File: config.mk
export PLATFORM = sky130hd
export DESIGN_NAME = ssd_scan_ctrl
export DESIGN_NICKNAME = d
export VERILOG_FILES = /design/src/rtl/ssd_scan_ctrl_pkg.sv /design/src/rtl/ssd_scan_ctrl_hex_to_ssd.sv /design/src/rtl/ssd_scan_ctrl.sv
export SDC_FILE = /design/constraint.sdc
export NUM_CORES = 1
export LEC_CHECK = 0
export CORE_ASPECT_RATIO = 1.25
export CORE_UTILIZATION = 38
export DETAILED_ROUTE_END_ITERATION = 10
export PLACE_DENSITY = 0.65
export REMOVE_ABC_BUFFERS = 1
export SLEW_MARGIN = 10
export SYNTH_ARGS = -nofsm -noshare
export SYNTH_HDL_FRONTEND = slang
export SYNTH_SLANG_ARGS = --single-unit
File: constraint.sdc
create_clock -name Clk -period 6.7 [get_ports Clk]
set_clock_uncertainty 0.15 [all_clocks]
set_input_delay 1.005 -clock Clk [delete_from_list [all_inputs] [get_ports Clk]]
set_output_delay 1.005 -clock Clk [all_outputs]
set_load 0.01 [all_outputs]
File: src/rtl/ssd_scan_ctrl_pkg.sv
// Shared constants for the seven-segment scan controller: segment patterns,
// blanking value, FSM encoding and digit count.
package ssd_pkg;

  localparam int NUM_DIGITS = 8;
  localparam logic [7:0] BLANK_PATTERN = 8'hFF;

  typedef enum logic [1:0] {
    ST_OFF   = 2'd0,
    ST_BLANK = 2'd1,
    ST_DRIVE = 2'd2
  } ssd_state_e;

  // Segment order abcdefg, active-low
  localparam logic [6:0] SEG_0 = 7'b0000001;
  localparam logic [6:0] SEG_1 = 7'b1001111;
  localparam logic [6:0] SEG_2 = 7'b0010010;
  localparam logic [6:0] SEG_3 = 7'b0000110;
  localparam logic [6:0] SEG_4 = 7'b1001100;
  localparam logic [6:0] SEG_5 = 7'b0100100;
  localparam logic [6:0] SEG_6 = 7'b0100000;
  localparam logic [6:0] SEG_7 = 7'b0001111;
  localparam logic [6:0] SEG_8 = 7'b0000000;
  localparam logic [6:0] SEG_9 = 7'b0000100;
  localparam logic [6:0] SEG_A = 7'b0001000;
  localparam logic [6:0] SEG_B = 7'b1100000;
  localparam logic [6:0] SEG_C = 7'b0110001;
  localparam logic [6:0] SEG_D = 7'b1000010;
  localparam logic [6:0] SEG_E = 7'b0110000;
  localparam logic [6:0] SEG_F = 7'b0111000;

  localparam logic [15:0][6:0] SEG_TABLE = {
    SEG_F, SEG_E, SEG_D, SEG_C, SEG_B, SEG_A, SEG_9, SEG_8,
    SEG_7, SEG_6, SEG_5, SEG_4, SEG_3, SEG_2, SEG_1, SEG_0
  };

endpackage

File: src/rtl/ssd_scan_ctrl_hex_to_ssd.sv
// Combinational hex digit to active-low abcdefg segment decode.
module hex_to_ssd
  import ssd_pkg::*;
(
  input  logic [3:0] hex,
  output logic [6:0] seg
);

  // Table lookup covers all 16 codes
  always_comb begin
    seg = SEG_TABLE[hex];
  end

endmodule

File: src/rtl/ssd_scan_ctrl.sv
// Multiplexed 8-digit seven-segment scan controller with per-slot anti-ghosting
// blanking, a write-anywhere digit buffer and a frame-complete pulse.
module ssd_scan_ctrl
  import ssd_pkg::*;
#(
  parameter int DIGIT_CYCLES = 262144,
  parameter int BLANK_CYCLES = 4096
) (
  input  logic       Clk,
  input  logic       Reset,
  input  logic       scan_en,
  input  logic [7:0] digit_en,
  input  logic       wr_en,
  input  logic [2:0] wr_addr,
  input  logic [4:0] wr_data,
  output logic [7:0] An,
  output logic [7:0] Cathodes,
  output logic       frame_done,
  output logic [2:0] cur_digit
);

  localparam int CW = (DIGIT_CYCLES > 2) ? $clog2(DIGIT_CYCLES) : 1;
  localparam logic [CW-1:0] BLANK_LAST = CW'(BLANK_CYCLES - 1);
  localparam logic [CW-1:0] SLOT_LAST  = CW'(DIGIT_CYCLES - 1);
  localparam logic [2:0]    LAST_DIGIT = 3'(NUM_DIGITS - 1);

  ssd_state_e      state_r, state_s;
  logic [CW-1:0]   cnt_r, cnt_s;
  logic [2:0]      digit_r, digit_s;
  logic            en_r, en_s;
  logic [4:0]      buf_r [NUM_DIGITS];
  logic [4:0]      entry_s;
  logic [6:0]      seg_s;
  logic [7:0]      an_r, an_s;
  logic [7:0]      cath_r, cath_s;
  logic            fd_r, fd_s;

  assign entry_s = buf_r[digit_s];

  hex_to_ssd u_hex_to_ssd (
    .hex (entry_s[3:0]),
    .seg (seg_s)
  );

  // Next slot position: scan_en low forces OFF from any state
  always_comb begin
    state_s = state_r;
    cnt_s   = cnt_r;
    digit_s = digit_r;
    en_s    = en_r;
    if (!scan_en) begin
      state_s = ST_OFF;
      cnt_s   = '0;
      digit_s = 3'd0;
      en_s    = 1'b0;
    end else begin
      case (state_r)
        ST_OFF: begin
          state_s = ST_BLANK;
          cnt_s   = '0;
          digit_s = 3'd0;
        end
        ST_BLANK: begin
          cnt_s = cnt_r + CW'(1);
          if (cnt_r == BLANK_LAST) begin
            state_s = ST_DRIVE;
            en_s    = digit_en[digit_r];
          end else begin
            state_s = ST_BLANK;
          end
        end
        ST_DRIVE: begin
          if (cnt_r == SLOT_LAST) begin
            state_s = ST_BLANK;
            cnt_s   = '0;
            digit_s = digit_r + 3'd1;
          end else begin
            cnt_s = cnt_r + CW'(1);
          end
        end
        default: begin
          state_s = ST_OFF;
          cnt_s   = '0;
          digit_s = 3'd0;
          en_s    = 1'b0;
        end
      endcase
    end
  end

  // Outputs are computed from the next position so they line up with the state
  always_comb begin
    an_s   = BLANK_PATTERN;
    cath_s = BLANK_PATTERN;
    if (state_s == ST_DRIVE) begin
      cath_s = {seg_s, ~entry_s[4]};
      if (en_s) begin
        an_s = ~(8'h01 << digit_s);
      end else begin
        an_s = BLANK_PATTERN;
      end
    end else begin
      an_s   = BLANK_PATTERN;
      cath_s = BLANK_PATTERN;
    end
    fd_s = (state_s == ST_DRIVE) && (cnt_s == SLOT_LAST) && (digit_s == LAST_DIGIT);
  end

  // FSM, counter and registered display outputs
  always_ff @(posedge Clk) begin
    if (Reset) begin
      state_r <= ST_OFF;
      cnt_r   <= '0;
      digit_r <= 3'd0;
      en_r    <= 1'b0;
      an_r    <= BLANK_PATTERN;
      cath_r  <= BLANK_PATTERN;
      fd_r    <= 1'b0;
    end else begin
      state_r <= state_s;
      cnt_r   <= cnt_s;
      digit_r <= digit_s;
      en_r    <= en_s;
      an_r    <= an_s;
      cath_r  <= cath_s;
      fd_r    <= fd_s;
    end
  end

  // Digit buffer; writes accepted in every scan state
  always_ff @(posedge Clk) begin
    if (Reset) begin
      for (int i = 0; i < NUM_DIGITS; i++) begin
        buf_r[i] <= 5'b0_0000;
      end
    end else if (wr_en) begin
      buf_r[wr_addr] <= wr_data;
    end
  end

  assign An         = an_r;
  assign Cathodes   = cath_r;
  assign frame_done = fd_r;
  assign cur_digit  = digit_r;

endmodule
==> out/metrics.csv <==
metric,value,unit
Max Cap Viol,0,
clock latency on the worst-skew pair,330,ps
Worst Tran Pin Value,904,ps
post-CTS sizing,0,
row count,43,
layout overhead on the synthesized area,17.7,%
r2r worst-path depth,10,
post-synthesis sequential area ratio,47.2,%
TritonCTS Buffers,9,
synthesis-stage register bit count,81,
Netlist cell types,67,
IO Count,40,
Die X,97.0,um
"Primary FF master, synth",dfxtp_1,
Final Hold Fails,0,
Slew HR,38.0,%
final worst-path cycle share,59.5,%
layout cells sized above 1,12.2,%
nets,474,
IO buf count,39,
initial antenna violation count,0,
Die Height,121,um
via count,3180,
"Async S/R FF share, synth",0,%
dpl hpwl,7660,um
share of the synthesized area in the top cell type,28.0,%
routed wire length,10100,um
cts hold-fix bufs,0,
total setup buffers inserted after CTS,0,
number of synthesized flops with an enable pin,40,
GP Congestion,0.879,
worst hold path class,reg2reg,
TNS Setup,0,ps
Hold Path Depth,1,
CP Max Fanout,11,
first-pass GRT wire length,16600,um
CTS tree,built,
leakage,1.68,nW
CTS root buf,clkbuf_16,
Worst EP required,6760,ps
DR pass1 iterations,5,
via/cell ratio,5.44,
Reg2Reg Setup Slack,2710,ps
status,completed,
Synth Area per Inst,10.4,um2
initial core utilization,38.9,%
Post-synth top cells,"and2_1, nor2_1, dfxtp_1",
kind of critical path,reg2reg,
Clock Tree Buf Depth,2,
max-slew violation count,0,
drc violations,0,
Fmax,0.251,GHz
Syn Std Cell Area,4290,um2
core area,11000,um2
"Clk pin slew, worst setup/hold paths",60,ps
number of H-tree levels,3,
post-layout min period,3990,ps
Worst VDD drop,0.138,mV
Design Power,1.10,mW
Worst setup EP type,register,
Synth area leader,edfxtp_1,
Final setup viols,0,
startpoint types,register,
unrepaired setup endpoints after global routing,no,
Yosys Warn Count,0,
Total Routing Usage GR,18.3,%
worst-case hold slack,337,ps
Syn Inst Count,411,
GRT Residual Overflow,0,
most frequent cell after synthesis,and2_1,
pin count of the biggest net entering global routing,17,
"Arr. time, crit path",4040,ps
Synth area leaders,"edfxtp_1, dfxtp_1, and2_1, nor2_1, nand2_1",
Die Area,11700,um2
WL per Instance,17.3,um
PD cells,219,nW/um2
# clock sinks,81,
Iter 0 DRT Violations,115,
post-route ant nets,0,
number of global-route vias before repair,3289,
Ant. Diodes,0,
[through the flow]
step                      std cells  cell area (um2)  setup slack [ps]  utilization [%]
after CTS                       585             5050              2740             45.8
after global routing            585             5050              2350             45.8
after floorplan                 394             4170              3300                -
after detailed placement        569             4740              2660             43.0
after global placement          569             4740              2750             43.0
final                           585             5050              2710             45.8
[sequential cells by signal, indices dropped and copies added (netlist names)]
name,flops
en_r,1
cur_digit,3
frame_done,1
state_r,2
An,8
buf_r,40
Cathodes,8
cnt_r,18
[where the power goes]
part	switching, mW	internal, mW	total [mW]
Sequential	0.00724	0.535	0.543
Combinational	0.0336	0.0280	0.0617
Clock	0.189	0.310	0.499
[worst paths after layout]
kind	start	end
hold reg to reg	cnt_r[0]	cnt_r[0]
hold / removal	cnt_r[0]	cnt_r[0]
setup reg to reg	cnt_r[0]	Cathodes[7]
setup / recovery	cnt_r[0]	Cathodes[7]
[layout by cell type, fill, tap and decap left out, types with 5 or more instances in the layout]
master,Yosys,final
and2_1,44,44
nor2_1,42,42
dfxtp_1,41,41
edfxtp_1,40,40
clkdlybuf4s50_1,0,39
nand2_1,33,33
nor3_1,18,18
a21oi_1,15,15
nand4_1,13,13
or2_2,12,12
nand3_1,11,11
o21ai_0,10,10
ha_1,9,9
clkbuf_16,0,9
inv_1,8,8
xnor2_1,8,8
xor2_1,8,8
nor4_1,5,5
o21ai_1,5,5
[critical path, stage by stage (launching register included)]
cell and delay [ps]:
dfxtp_1 390, ha_1 260, nand3_1 160, or4_4 560, o211ai_4 310, a21o_1 520, o311ai_1 180, mux2i_1 740
nor2b_2 340, and2_1 160, o31ai_1 70
[layout make-up]
type	count	area (um2)
clock buffer	12	258
clock inverter	4	50.0
fill	1037	5980
inverter	8	30.0
multi-input combinational	305	2120
sequential	81	2020
tap	135	169
timing repair buffer	40	398
[cell families after synthesis]
logic type / after synthesis / synth area share, %
AND/OR/NAND/NOR: 204 / 26.5
AO/OA/AOI/OAI: 65 / 12.7
flip-flops: 81 / 47.2
buffers and inverters: 25 / 3.36
multiplexers: 11 / 4.38
adder cells (fa/ha/maj): 9 / 2.63
XOR/XNOR: 16 / 3.27
[metal layers]
metal	track usage, %	part of all wire [%]
met1	19.5	41
met2	33.3	53
met3	4.10	3.1
met4	10.3	3.4
met5	0	0
Power figures use the tool's default switching activity.
